$ cat config.mk
export PLATFORM = sky130hd
export DESIGN_NAME = output_memory_ctrl_flat
export DESIGN_NICKNAME = d
export VERILOG_FILES = /design/src/rtl/output_memory_ctrl_if.sv /design/src/rtl/output_memory_ctrl.sv /design/src/flat_wrapper.sv
export SDC_FILE = /design/constraint.sdc
export NUM_CORES = 1
export LEC_CHECK = 0
export BUFFER_PORTS_ARGS = -buffer_cell sky130_fd_sc_hd__buf_4
export CORE_MARGIN = 2
export CORE_UTILIZATION = 48
export CTS_BUF_LIST = sky130_fd_sc_hd__clkbuf_4 sky130_fd_sc_hd__clkbuf_8
export CTS_CLUSTER_DIAMETER = 100
export DETAILED_ROUTE_END_ITERATION = 16
export GPL_TIMING_DRIVEN = 0
export PLACE_DENSITY = 0.87
export SLEW_MARGIN = 10
export SYNTH_ARGS = -nofsm -noshare
export SYNTH_HDL_FRONTEND = slang
export SYNTH_SLANG_ARGS = --single-unit
$ cat constraint.sdc
create_clock -name clk -period 4.2 [get_ports clk]
set_input_delay 0.84 -clock clk [delete_from_list [all_inputs] [get_ports clk]]
set_output_delay 0.84 -clock clk [all_outputs]
set_load 0.02 [all_outputs]
$ cat src/rtl/output_memory_ctrl_if.sv
// Bundle of the frame-sequencer control, input/output streams and RAM port.
// The slave modport is the controller's view; the master modport is the environment's.
interface output_memory_ctrl_if #(
  parameter int unsigned WIDTH = 16,
  parameter int unsigned SIZE  = 64
);
  localparam int unsigned LOGSIZE = $clog2(SIZE);

  logic               start;
  logic [LOGSIZE:0]   frame_len;
  logic [WIDTH-1:0]   in_data;
  logic               in_valid;
  logic               in_ready;
  logic [WIDTH-1:0]   out_data;
  logic               out_valid;
  logic               out_ready;
  logic               out_last;
  logic               mem_wr_en;
  logic [LOGSIZE-1:0] mem_wr_addr;
  logic [WIDTH-1:0]   mem_wr_data;
  logic [LOGSIZE-1:0] mem_rd_addr;
  logic [WIDTH-1:0]   mem_rd_data;
  logic               busy;
  logic               done;

  modport slave (
    input  start, frame_len, in_data, in_valid, out_ready, mem_rd_data,
    output in_ready, out_data, out_valid, out_last,
           mem_wr_en, mem_wr_addr, mem_wr_data, mem_rd_addr, busy, done
  );

  modport master (
    output start, frame_len, in_data, in_valid, out_ready, mem_rd_data,
    input  in_ready, out_data, out_valid, out_last,
           mem_wr_en, mem_wr_addr, mem_wr_data, mem_rd_addr, busy, done
  );
endinterface

$ cat src/rtl/output_memory_ctrl.sv
// Output-buffer frame sequencer: fills a RAM from the MAC result stream, then
// drains the same frame in order to the output stream.
module output_memory_ctrl #(
  parameter int unsigned WIDTH = 16,
  parameter int unsigned SIZE  = 64
) (
  input  logic                 clk,
  input  logic                 reset,
  output_memory_ctrl_if.slave  bus
);
  localparam int unsigned LOGSIZE = $clog2(SIZE);
  localparam int unsigned LENW    = LOGSIZE + 1;

  typedef enum logic [1:0] {
    IDLE  = 2'd0,
    FILL  = 2'd1,
    DRAIN = 2'd2
  } state_t;

  state_t             state;
  logic [LENW-1:0]    len;
  logic [LOGSIZE-1:0] wr_cnt;
  logic [LOGSIZE-1:0] rd_cnt;
  logic               done;

  logic [LOGSIZE-1:0] last_idx;
  logic               wr_hs;
  logic               rd_hs;
  logic               rd_last;

  // len is never zero outside IDLE, so len-1 always fits the address width
  assign last_idx = LOGSIZE'(len - LENW'(1));
  assign wr_hs    = (state == FILL)  && bus.in_valid;
  assign rd_hs    = (state == DRAIN) && bus.out_ready;
  assign rd_last  = (state == DRAIN) && (rd_cnt == last_idx);

  always_ff @(posedge clk) begin
    if (reset) begin
      state  <= IDLE;
      len    <= '0;
      wr_cnt <= '0;
      rd_cnt <= '0;
      done   <= 1'b0;
    end else begin
      done <= 1'b0;
      case (state)
        IDLE: begin
          if (bus.start && (bus.frame_len != '0)) begin
            len    <= (bus.frame_len > LENW'(SIZE)) ? LENW'(SIZE) : bus.frame_len;
            wr_cnt <= '0;
            state  <= FILL;
          end
        end
        FILL: begin
          if (wr_hs) begin
            // counters return to 0 at frame end so addresses read 0 while idle
            if (wr_cnt == last_idx) begin
              wr_cnt <= '0;
              rd_cnt <= '0;
              state  <= DRAIN;
            end else begin
              wr_cnt <= wr_cnt + LOGSIZE'(1);
            end
          end
        end
        DRAIN: begin
          if (rd_hs) begin
            if (rd_last) begin
              rd_cnt <= '0;
              done   <= 1'b1;
              state  <= IDLE;
            end else begin
              rd_cnt <= rd_cnt + LOGSIZE'(1);
            end
          end
        end
        default: state <= IDLE;
      endcase
    end
  end

  // Stream and RAM port outputs decode directly from the registered state/counters
  assign bus.in_ready    = (state == FILL);
  assign bus.out_valid   = (state == DRAIN);
  assign bus.out_last    = rd_last;
  assign bus.out_data    = bus.mem_rd_data;
  assign bus.mem_wr_en   = wr_hs;
  assign bus.mem_wr_addr = wr_cnt;
  assign bus.mem_wr_data = WIDTH'(bus.in_data);
  assign bus.mem_rd_addr = rd_cnt;
  assign bus.busy        = (state != IDLE);
  assign bus.done        = done;

endmodule

$ cat src/flat_wrapper.sv
// flat-port wrapper written by rule: the top's interface ports become plain ports
module output_memory_ctrl_flat 
#(
  parameter int unsigned WIDTH = 16,
  parameter int unsigned SIZE  = 64
)
  (clk, reset, bus_start, bus_frame_len, bus_in_data, bus_in_valid, bus_out_ready, bus_mem_rd_data, bus_in_ready, bus_out_data, bus_out_valid, bus_out_last, bus_mem_wr_en, bus_mem_wr_addr, bus_mem_wr_data, bus_mem_rd_addr, bus_busy, bus_done);
  output_memory_ctrl_if #(.WIDTH(WIDTH), .SIZE(SIZE)) bus_i ();
  input  logic clk;
  input  logic reset;
  input wire logic [$bits(bus_i.start)-1:0] bus_start;
  input wire logic [$bits(bus_i.frame_len)-1:0] bus_frame_len;
  input wire logic [$bits(bus_i.in_data)-1:0] bus_in_data;
  input wire logic [$bits(bus_i.in_valid)-1:0] bus_in_valid;
  input wire logic [$bits(bus_i.out_ready)-1:0] bus_out_ready;
  input wire logic [$bits(bus_i.mem_rd_data)-1:0] bus_mem_rd_data;
  output wire logic [$bits(bus_i.in_ready)-1:0] bus_in_ready;
  output wire logic [$bits(bus_i.out_data)-1:0] bus_out_data;
  output wire logic [$bits(bus_i.out_valid)-1:0] bus_out_valid;
  output wire logic [$bits(bus_i.out_last)-1:0] bus_out_last;
  output wire logic [$bits(bus_i.mem_wr_en)-1:0] bus_mem_wr_en;
  output wire logic [$bits(bus_i.mem_wr_addr)-1:0] bus_mem_wr_addr;
  output wire logic [$bits(bus_i.mem_wr_data)-1:0] bus_mem_wr_data;
  output wire logic [$bits(bus_i.mem_rd_addr)-1:0] bus_mem_rd_addr;
  output wire logic [$bits(bus_i.busy)-1:0] bus_busy;
  output wire logic [$bits(bus_i.done)-1:0] bus_done;
  assign bus_i.start = bus_start;
  assign bus_i.frame_len = bus_frame_len;
  assign bus_i.in_data = bus_in_data;
  assign bus_i.in_valid = bus_in_valid;
  assign bus_i.out_ready = bus_out_ready;
  assign bus_i.mem_rd_data = bus_mem_rd_data;
  assign bus_in_ready = bus_i.in_ready;
  assign bus_out_data = bus_i.out_data;
  assign bus_out_valid = bus_i.out_valid;
  assign bus_out_last = bus_i.out_last;
  assign bus_mem_wr_en = bus_i.mem_wr_en;
  assign bus_mem_wr_addr = bus_i.mem_wr_addr;
  assign bus_mem_wr_data = bus_i.mem_wr_data;
  assign bus_mem_rd_addr = bus_i.mem_rd_addr;
  assign bus_busy = bus_i.busy;
  assign bus_done = bus_i.done;
  output_memory_ctrl #(.WIDTH(WIDTH), .SIZE(SIZE)) u_core (.clk(clk), .reset(reset), .bus(bus_i));
endmodule
# ---- Word level (Yosys, flattened, before mapping)
# Index checks and enable logic that the tools add are counted.
dict set report totals {
  register_bits 21
  latch_bits 0
  mem_bits_rw 0
  mem_bits_ro 0
  in_bits 44
  out_inout_bits 50
  memories 0
}
dict set report classes {
  add_sub_neg 3
  mul 0
  div_mod_pow 0
  n_lt_le_gt_ge 1
  eq_ne 9
  n_shift 0
  muxes 17
  bitwise_logic 2
  n_reduce_logical 14
}
# operator n
set op_table {}
lappend op_table {{$mux W6} 8}
lappend op_table {{$pmux W6 S2} 2}
lappend op_table {{$add A6 B1 Y6 const B} 2}
lappend op_table {{$eq A6 B6 Y1} 2}
lappend op_table {{$mux W2} 5}
lappend op_table {{$ne A2 B1 Y1 const B} 5}
lappend op_table {{$gt A7 B7 Y1 const B} 1}
lappend op_table {{$reduce_bool A7 Y1} 1}
lappend op_table {{$pmux W2 S3} 1}
lappend op_table {{$reduce_bool A2 Y1} 3}
lappend op_table {{$sub A6 B1 Y6 const B} 1}
lappend op_table {{$reduce_and A5 Y1} 1}
lappend op_table {{$logic_and A1 B1 Y1} 4}
lappend op_table {{$reduce_and A4 Y1} 1}
lappend op_table {{$reduce_and A3 Y1} 1}
lappend op_table {{$reduce_or A3 Y1} 1}
lappend op_table {{$eq A2 B1 Y1 const B} 1}
lappend op_table {{$eq A2 B2 Y1 const B} 1}
lappend op_table {{$logic_not A2 Y1} 1}
lappend op_table {{$not A1 Y1} 2}
lappend op_table {{$reduce_and A2 Y1} 1}
lappend op_table {{$mux W1} 1}

# ---- Logic depth before layout (Yosys ltp)
dict set report depth {
  depth_word 6
  depth_mapped 8
  depth_no_buf 8
}

# ---- Worst setup path after synthesis
# Ideal clock, no wire load.
dict set report synth_path {
  path_kind {flip-flop to output port}
  from {register u_core.len[0]}
  to {output port bus_out_last}
  arrival_time_ns 1.838
  required_ns 3.360
  slack_ns 1.522
  path_stages_with_launch 8
  path_buffers 0
  cell_sequence {dfxtp_1 -> inv_1 -> ha_1 -> xnor2_1 -> xnor2_1 -> nor4_4 -> nand2_1 -> nor2_1}
}
dict set report synth_between {
  elab_chain_cells 3
}
# item line
set synth_rtl {}
lappend synth_rtl {{start, declared} output_memory_ctrl.sv:21} ;# logic [LENW-1:0] len;
lappend synth_rtl {{start signal, assigned} output_memory_ctrl.sv:49} ;# len <= (bus.frame_len > LENW'(SIZE)) ? LENW'(SIZE) : bus.frame_len;
lappend synth_rtl {{$sub A6 B1 Y6} output_memory_ctrl.sv:32} ;# assign last_idx = LOGSIZE'(len - LENW'(1));
lappend synth_rtl {{$eq A6 B6 Y1} output_memory_ctrl.sv:35} ;# assign rd_last = (state == DRAIN) && (rd_cnt == last_idx);
lappend synth_rtl {{$logic_and A1 B1 Y1} output_memory_ctrl.sv:35}
lappend synth_rtl {{end, declared} flat_wrapper.sv:20} ;# output wire logic [$bits(bus_i.out_last)-1:0] bus_out_last;
# Every way passes these cells.

# ---- Worst setup path in the final report
# Same ends and word-level chain as after synthesis.

==> flow_summary_export.csv <==
group,metric,value,unit
global_route,grt_max_degree,13,
timing,period_needed,3.16,ns
power,ir_drop,0.000164,V
place,post-place-ws,1.40,ns
clock_tree,clockBufferDepth,2,
logic_synthesis,ys_seq_area_share,26.6,%
clock_tree,clk_pin_slew,0.12,ns
clock_tree,postCtsHoldBufs,0,
worst_setup_path,start_kind,"register",
worst_setup_path,r2r_slack,1.66,ns
cells_and_area,area_growth,34.2,%
logic_synthesis,syn_inst,183,
logic_synthesis,synth_area_per_cell,8.64,um2
timing,grt_setup_unrepaired,"no",
clock_tree,cts_max_level,1,
die,initial_core_util,51.0,%
clock_tree,postCtsSetupBuffers,0,
worst_setup_path,critPathKind,"register to output port",
timing,clock_skew,0.00264,ns
clock_tree,clkLatencyLatePin,0.32,ns
die,die-area,3770,um2
place,globalplace.congestion,0.884,
timing,fmax,316,MHz
logic_synthesis,synth_fp_nets,230,
global_route,grt_usage,20.1,%
timing,slew_violations,0,
worst_setup_path,rr_worst_depth,8,
timing,period_share,75.3,%
place,dp_hpwl,2850,um
route,ant_nets,0,
clock_tree,cts_tree,"yes",
clock_tree,cts_root_buf,"clkbuf_4",
global_route,grt_pass1_vias,1319,
logic_synthesis,synth_edf_count,0,
route,firstDrtPassIters,4,
route,viasPerCell,4.95,
clock_tree,clock-sinks,21,
place,io_buffers,61,
worst_setup_path,critPathCapture,"bus_out_last",
worst_setup_path,worstReg2RegStart,"u_core.len[0]",
global_route,grt_first_pass_wirelength,5620,um
timing,final.setup.worst_slack,1.04,ns
logic_synthesis,synth_ff_type,"dfxtp_1",
cells_and_area,fill_cells,271,
route,drc,0,
cells_and_area,antenna_cells,0,
global_route,overflow,0,
cells_and_area,seqCellArea,420,um2
status,status,"completed",
die,die_h,61.4,um
timing,fin_setup_tns,0,ns
die,rows,20,
global_route,antenna_found_initial,0,
worst_setup_path,endpoint_kind,"output port",
route,drt_iter0_markers,38,
worst_setup_path,crit_fanout,5,
cells_and_area,final_util,68.4,%
die,core_area,3100,um2
die,ios,94,
route,wire_per_inst,12.1,um
logic_synthesis,async_reset_ff_share,0,%
flow_run,drv_cap,0,
cells_and_area,final_nets,296,
clock_tree,cts_resized,0,
hold_path,hold_path_class,"register to register",
worst_setup_path,rr_endpoint,"u_core.bus.mem_rd_addr[4]",
worst_setup_path,critPathLaunch,"u_core.len[0]",
die,dieWidth,61.4,um
cells_and_area,multi_input_area,856,um2
route,routed_wl,3520,um
timing,relSlewSlack,56.7,%
power,leakagePower,0.976,nW
worst_setup_path,critPathArrivalTime,2.32,ns
route,dr_total_vias,1446,
timing,setup_viol,0,
worst_setup_path,cp_data_required_time,3.36,ns
logic_synthesis,ys_types,40,
timing,tightest_slew,0.650,ns
power,power.density,220,nW/um2
clock_tree,cts_buffers,3,
cells_and_area,drive_above_1_share,45.2,%
logic_synthesis,ys_ff_latch,21,
logic_synthesis,ys_warn_count,0,
logic_synthesis,syn_area,1580,um2
timing,hold_violations,0,
[per-layer routing]
layer | share of wire (%) | global-route usage, % | routed length (um)
met4 | 1.7 | 8.21 | 59
met1 | 40 | 23.1 | 1420
met5 | 0 | 0 | 0
met2 | 52 | 36.3 | 1830
met3 | 5.9 | 3.99 | 208
[layout by cell type (no fill, tap or decap), types with 2 or more instances in the layout]
cell      count
o32ai_2       4
clkbuf_4      3
buf_4        94
nand3_1       5
nor2_1       16
xnor2_1      13
nand4_1       3
clkbuf_1      2
dfxtp_1      21
o31ai_2       2
o211ai_1      2
a22oi_1       4
xor2_1        9
nand2_1       9
nor3b_1       7
inv_1        12
and2_1        2
ha_1          3
a21oi_1       9
or3_1         6
[sequential cells by signal, indices dropped and copies added (netlist names)]
register / flops
u_core.bus.mem_rd_addr: 6
u_core.bus.done: 1
u_core.bus.mem_wr_addr: 6
u_core.state: 2
u_core.len: 6
[Yosys cell counts, types with 3 or more instances]
cell	number	area, um2
nand4_1	3	18.8
a21oi_1	9	45.0
nand2_1	9	33.8
or3_1	6	37.5
a22oi_1	4	30.0
xor2_1	9	78.8
buf_4	33	248
dfxtp_1	21	420
ha_1	3	37.5
nand3_1	5	25.0
o32ai_2	4	65.1
nor2_1	16	60.1
nor3b_1	7	52.6
xnor2_1	13	114
inv_1	12	45.0
[kinds of logic after synthesis]
kind of cell	Yosys count	share of synthesized area, %
AO/OA/AOI/OAI	29	16.5
XOR/XNOR	22	12.2
adder cells (fa/ha/maj)	3	2.37
buffers and inverters	48	19.3
flip-flops	21	26.6
multiplexers	1	0.633
AND/OR/NAND/NOR	59	22.5
[worst max-delay path, stage by stage, from the launching register on]
cell,delay [ns]
dfxtp_1,0.51
inv_1,0.08
ha_1,0.25
xnor2_1,0.23
xnor2_1,0.14
nor4_4,0.41
nand2_1,0.12
nor2_1,0.12
buf_4,0.15
[final cells by class]
class / count / area share, %
Multi-Input combinational cell: 114 / 40.3
Tap cell: 44 / 2.59
Clock buffer: 3 / 1.06
Timing Repair Buffer: 61 / 21.6
Clock inverter: 1 / 0.236
Sequential cell: 21 / 19.8
Buffer: 36 / 12.3
Inverter: 12 / 2.12
[per-stage QoR]
| stage | total power (W) | cells | cell area (um2) | hold slack (ns) |
|---|---|---|---|---|
| 5_1_grt | 0.000488 | 292 | 2120 | 0.592 |
| 6_report | 0.000467 | 292 | 2120 | 0.561 |
| 2_1_floorplan | 0.000318 | 183 | 1580 | 0.520 |
| 4_1_cts | 0.000467 | 292 | 2120 | 0.569 |
| 3_5_place_dp | 0.000368 | 288 | 2090 | 0.552 |
| 3_3_place_gp | 0.000365 | 288 | 2090 | 0.529 |
[worst min-delay path by stage]
stage / slack, ns / to / start / depth (start not counted)
after floorplan: 0.52 / u_core.len[5] / u_core.len[5] / 2
after global placement: 0.53 / u_core.len[5] / u_core.len[5] / 2
after detailed placement: 0.55 / u_core.bus.mem_rd_addr[1] / u_core.bus.mem_rd_addr[1] / 2
after CTS: 0.57 / u_core.bus.mem_rd_addr[1] / u_core.bus.mem_rd_addr[1] / 2
after global routing: 0.59 / u_core.len[5] / u_core.len[5] / 2
final: 0.56 / u_core.bus.mem_rd_addr[1] / u_core.bus.mem_rd_addr[1] / 2
[where the power goes]
part,leakage (nW),switching (W),internal [W]
clock,0.0177,0.0000672,0.0000357
combinational,0.788,0.0000769,0.0000760
sequential,0.170,0.00000662,0.000204
total,0.976,0.000151,0.000316
Power figures use the tool's default switching activity.
